--- config.mk ---
export PLATFORM = sky130hd
export DESIGN_NAME = comp_serial_nbits
export DESIGN_NICKNAME = d
export VERILOG_FILES = /design/src/rtl/comp_serial_nbits.sv
export SDC_FILE = /design/constraint.sdc
export NUM_CORES = 1
export LEC_CHECK = 0
export ABC_AREA = 1
export CAP_MARGIN = 10
export CORE_MARGIN = 2
export CORE_UTILIZATION = 45
export DETAILED_ROUTE_END_ITERATION = 8
export GPL_TIMING_DRIVEN = 0
export HOLD_SLACK_MARGIN = 0.1
export PLACE_DENSITY = 0.71
export SETUP_SLACK_MARGIN = 0.2
export SYNTH_ARGS = -nofsm -noshare
export SYNTH_HDL_FRONTEND = slang
export SYNTH_SLANG_ARGS = --single-unit
--- constraint.sdc ---
create_clock -name clk -period 1.6 [get_ports clk]
set_input_delay 0.32 -clock clk [delete_from_list [all_inputs] [get_ports clk]]
set_output_delay 0.32 -clock clk [all_outputs]
set_load 0.01 [all_outputs]
--- src/rtl/comp_serial_nbits.sv ---
// comp_serial_nbits: multi-cycle MSB-first magnitude comparator.
// Scans two WIDTH-bit operands DIGIT bits per clock and reports
// igual/maior/menor through a start/busy/done handshake.
// Optional feature macro: COMP_SIGNED_EN (adds the sinal port for a
// two's-complement compare).
module comp_serial_nbits #(
  parameter int unsigned WIDTH = 16,
  parameter int unsigned DIGIT = 1,
  parameter int unsigned EARLY = 1
) (
  input  logic             clk,
  input  logic             rst,
  input  logic             start,
  input  logic [WIDTH-1:0] X,
  input  logic [WIDTH-1:0] Y,
`ifdef COMP_SIGNED_EN
  input  logic             sinal,
`endif
  output logic             busy,
  output logic             done,
  output logic             igual,
  output logic             maior,
  output logic             menor
);

  localparam int unsigned N        = WIDTH / DIGIT;
  localparam int unsigned KW       = (N > 1) ? $clog2(N) : 1;
  localparam bit          EARLY_EN = (EARLY != 0);

  typedef enum logic {
    IDLE = 1'b0,
    RUN  = 1'b1
  } state_e;

  state_e           state_q;
  logic [KW-1:0]    k_q;
  logic [WIDTH-1:0] a_q;
  logic [WIDTH-1:0] b_q;
  logic             dec_q;
  logic             gt_q;

  logic             inv_msb;
  logic [WIDTH-1:0] flip;
  logic [DIGIT-1:0] dig_a;
  logic [DIGIT-1:0] dig_b;
  logic             diff;
  logic             dgt;
  logic             last;

  // Signed mode: inverting the sign bit maps two's complement onto unsigned order
  always_comb begin
`ifdef COMP_SIGNED_EN
    inv_msb = sinal;
`else
    inv_msb = 1'b0;
`endif
    flip            = '0;
    flip[WIDTH-1]   = inv_msb;
  end

  // Current digit of each shifted operand and its comparison
  always_comb begin
    dig_a = a_q[WIDTH-1 -: DIGIT];
    dig_b = b_q[WIDTH-1 -: DIGIT];
    diff  = (dig_a != dig_b);
    dgt   = (dig_a > dig_b);
    last  = (k_q == KW'(N - 1));
  end

  // Control FSM, operand shift registers and registered results
  always_ff @(posedge clk) begin
    if (rst) begin
      state_q <= IDLE;
      k_q     <= '0;
      a_q     <= '0;
      b_q     <= '0;
      dec_q   <= 1'b0;
      gt_q    <= 1'b0;
      busy    <= 1'b0;
      done    <= 1'b0;
      igual   <= 1'b0;
      maior   <= 1'b0;
      menor   <= 1'b0;
    end else begin
      done <= 1'b0;
      case (state_q)
        IDLE: begin
          if (start) begin
            a_q     <= X ^ flip;
            b_q     <= Y ^ flip;
            k_q     <= '0;
            dec_q   <= 1'b0;
            gt_q    <= 1'b0;
            igual   <= 1'b0;
            maior   <= 1'b0;
            menor   <= 1'b0;
            busy    <= 1'b1;
            state_q <= RUN;
          end
        end
        RUN: begin
          if ((diff && EARLY_EN) || last) begin
            // A decision already latched (constant-time mode) wins over later digits
            if (dec_q) begin
              maior <= gt_q;
              menor <= ~gt_q;
            end else if (diff) begin
              maior <= dgt;
              menor <= ~dgt;
            end else begin
              igual <= 1'b1;
            end
            busy    <= 1'b0;
            done    <= 1'b1;
            state_q <= IDLE;
          end else begin
            if (diff && !dec_q) begin
              dec_q <= 1'b1;
              gt_q  <= dgt;
            end
            k_q <= k_q + KW'(1);
            a_q <= a_q << DIGIT;
            b_q <= b_q << DIGIT;
          end
        end
        default: state_q <= IDLE;
      endcase
    end
  end

endmodule

==> impl_metrics.ini <==
[clock_network]
clockBufferDepth = 2
numClockSinks = 44
cts_tree = done
clkTransAtPathRegs_ps = 80
hold_buffers = 0
cts_root_buf = clkbuf_8
clock_latency_ps = 290
cts_max_level = 2
cts_made_buffers = 5

[yosys]
synth_simple_gate_area_share_pct = 37.7
synth_area_leaders = dfxtp_1 (43%), nand2_1 (20%), nor2_1 (12%)
synth_xor_area_share_pct = 0
synth.area.mux_share_pct = 0
yosysTopAreaCellShare_pct = 42.9
synth.avg_cell_area_um2 = 6.58
synth-seq-area-share_pct = 42.9
synth_area_leader_cell = dfxtp_1
yosys_warnings = 0
syn-cell-area_um2 = 2050
ys_types = 22
yosys_register_bits = 44
synth-compound-area-share_pct = 10.3
synthCells = 312
synth_top_family_by_area = simple AND/OR/NAND/NOR gates
synth_adder_area_share_pct = 1.22
synth_nets = 349

[sta]
setup_viol = 0
slew-limit-headroom_pct = 69.2
fin_crit_sh_pct = 84.5
period_needed_ps = 1350
drv_slew = 0
worst_pin_slew_ps = 461
rsz0062_at_grt = yes
fmaxAchievable_mhz = 739
hold_viol_final = 0
fin_worst_skew_ps = 8.17

[finish]
layout_common_cells = nand2_1 (111), nor2_1 (60), dfxtp_1 (41)
seqCellArea_um2 = 887
area_growth_pct = 29.1
final_util_pct = 60.4
layout-drive-gt1-share_pct = 10.0
final_common_cell = nand2_1
final_area_um2 = 2650
nFillCells = 437
nets = 395
multiInputGateArea_um2 = 1060
diodes = 0

[place]
port_buffers = 38
post_dp_cell_area_um2 = 2500
hpwl_mm = 3.05
place.gp.congestion = 0.798

[floorplanning]
core_um2 = 4380
fp.dieW_um = 71.5
die_area_um2 = 5120
fp.dieH_um = 71.5
start_util_pct = 46.8
pin_count = 40
row_count = 24

[grt]
grt_max_degree = 13
grt_pass1_vias = 1800
grt_antenna_before_repair = 0
track_usage_pct = 18.8
grt_pass1_wl_mm = 7.78
grt_overflow_total = 0

[worst_setup_path]
critical_path.startpoint_type = flop
cpMaxStageDelayCell = dfxtp_2
path_cells = inv_1, ha_4, nand3_4, nand2_4, inv_4, buf_6, nor2_1, nor2_1
r2r_start = b_q[15]$_SDFFE_PP0P_
worstSetupEndpointType = flop
slowest_delay_ps = 330
cp_max_fo = 10
critPathKind = flop to flop
r2r-end = b_q[7]$_SDFFE_PP0P_
crit_path_end = b_q[7]$_SDFFE_PP0P_
crit_top_cell = nor2_1
cp.arrival_ps = 1540
startpoint = b_q[15]$_SDFFE_PP0P_
reg2reg_slack_ps = 250
required_ps = 1790
rr_worst_depth = 8

[detailed_routing]
avgViaCountPerCell = 4.87
drt_first_iter_violations = 88
drc = 0
via_count = 2003
drt_wl_total_mm = 4.56
first_pass_iters = 4
ant_nets = 0
wl_per_cell_um = 11.1

[power_and_ir_drop]
p_leak_uw = 0.00122
total_power_uw = 2680
cellPowerDensity_nw_per_um2 = 1010
ir_drop_mv = 0.520

[run]
cap_viol_max_count = 0

[min_path]
holdCritPathClass = primary input to flop

[outcome]
status = completed
==> area by class of cell <==
class / count / share of cell area (%)
multi-input cells: 237 / 40.0
flip-flops and latches: 44 / 33.5
repair buffers: 39 / 14.4
plain buffers: 17 / 4.15
clock buffers: 8 / 3.40
well taps: 52 / 2.46
inverters: 14 / 2.08
==> metal layers <==
metal | up-vias | wire length (um) | GRT usage [%] | share of wire (%)
met5 | - | 0 | 0 | 0
met4 | 0 | 38 | 4.40 | 0.83
met3 | 4 | 248 | 5.34 | 5.4
met2 | 55 | 2040 | 31.2 | 45
met1 | 877 | 2230 | 24.4 | 49
li1 | 1067 | - | - | -
==> critical path: cells and delay by family, from the launching register on <==
family        cells  cell delay [ps]
flops             1              330
fa+ha+maj         1              300
simple gates      4              350
buf+inv           3              260
==> kinds of logic after synthesis <==
| family | Yosys count |
|---|---|
| and+or+nand+nor | 193 |
| DFF | 44 |
| AOI/OAI and AO/OA | 42 |
| buffers and inverters | 31 |
| adders and majority gates | 2 |
==> stage by stage <==
step | TNS [ps] | setup WS, ps | cells | hold slack (ps)
after floorplan | 0 | 265 | 312 | 438
after global placement | 0 | 6.48 | 402 | 451
after detailed placement | -19.9 | -9.50 | 402 | 460
after CTS | 0 | 197 | 411 | 318
after global routing | 0 | 188 | 411 | 334
final | 0 | 247 | 411 | 326
==> sequential cells by signal (all words and copies together), names as in the netlist <==
name and count:
a_q 16, b_q 16, k_q 4, busy 1, dec_q 1, done 1
gt_q 1, igual 1, maior 1, menor 1, state_q 1
==> where the power goes <==
group / leakage, uW / switching [uW] / internal, uW
sequential: 0.000364 / 64.5 / 1220
clock: 0.0000455 / 362 / 352
combinational: 0.000813 / 380 / 295
total: 0.00122 / 806 / 1870
==> how the worst min path moves through the flow <==
stage	endpoint	startpoint	slack, ps	cells past startpoint
global placement	gt_q$_SDFFE_PP0P_	gt_q$_SDFFE_PP0P_	450	2
global route	k_q[1]$_SDFFE_PP0P_	rst	330	2
finish	k_q[3]$_SDFFE_PP0P_	rst	330	2
CTS	a_q[0]$_SDFFE_PP0P_	rst	320	2
detailed placement	gt_q$_SDFFE_PP0P_	gt_q$_SDFFE_PP0P_	460	2
floorplan	gt_q$_SDFFE_PP0P_	gt_q$_SDFFE_PP0P_	440	2
==> cell usage after synthesis, drive strengths merged <==
library cell,instances
o21ai,33
nor3,2
nand4,3
inv,14
nor2,65
o22ai,1
nand3,10
dfxtp,44
buf,11
a21oi,8
nand2,113
ha,2
clkbuf,6
==> timing repair <==
action,CTS,global route
gates cloned,0,0
buffers inserted,1,0
pin swaps,1,0
resized for setup,12,27
setup endpoints to repair,38,34
Note: power is estimated with default switching activity, not from simulation.
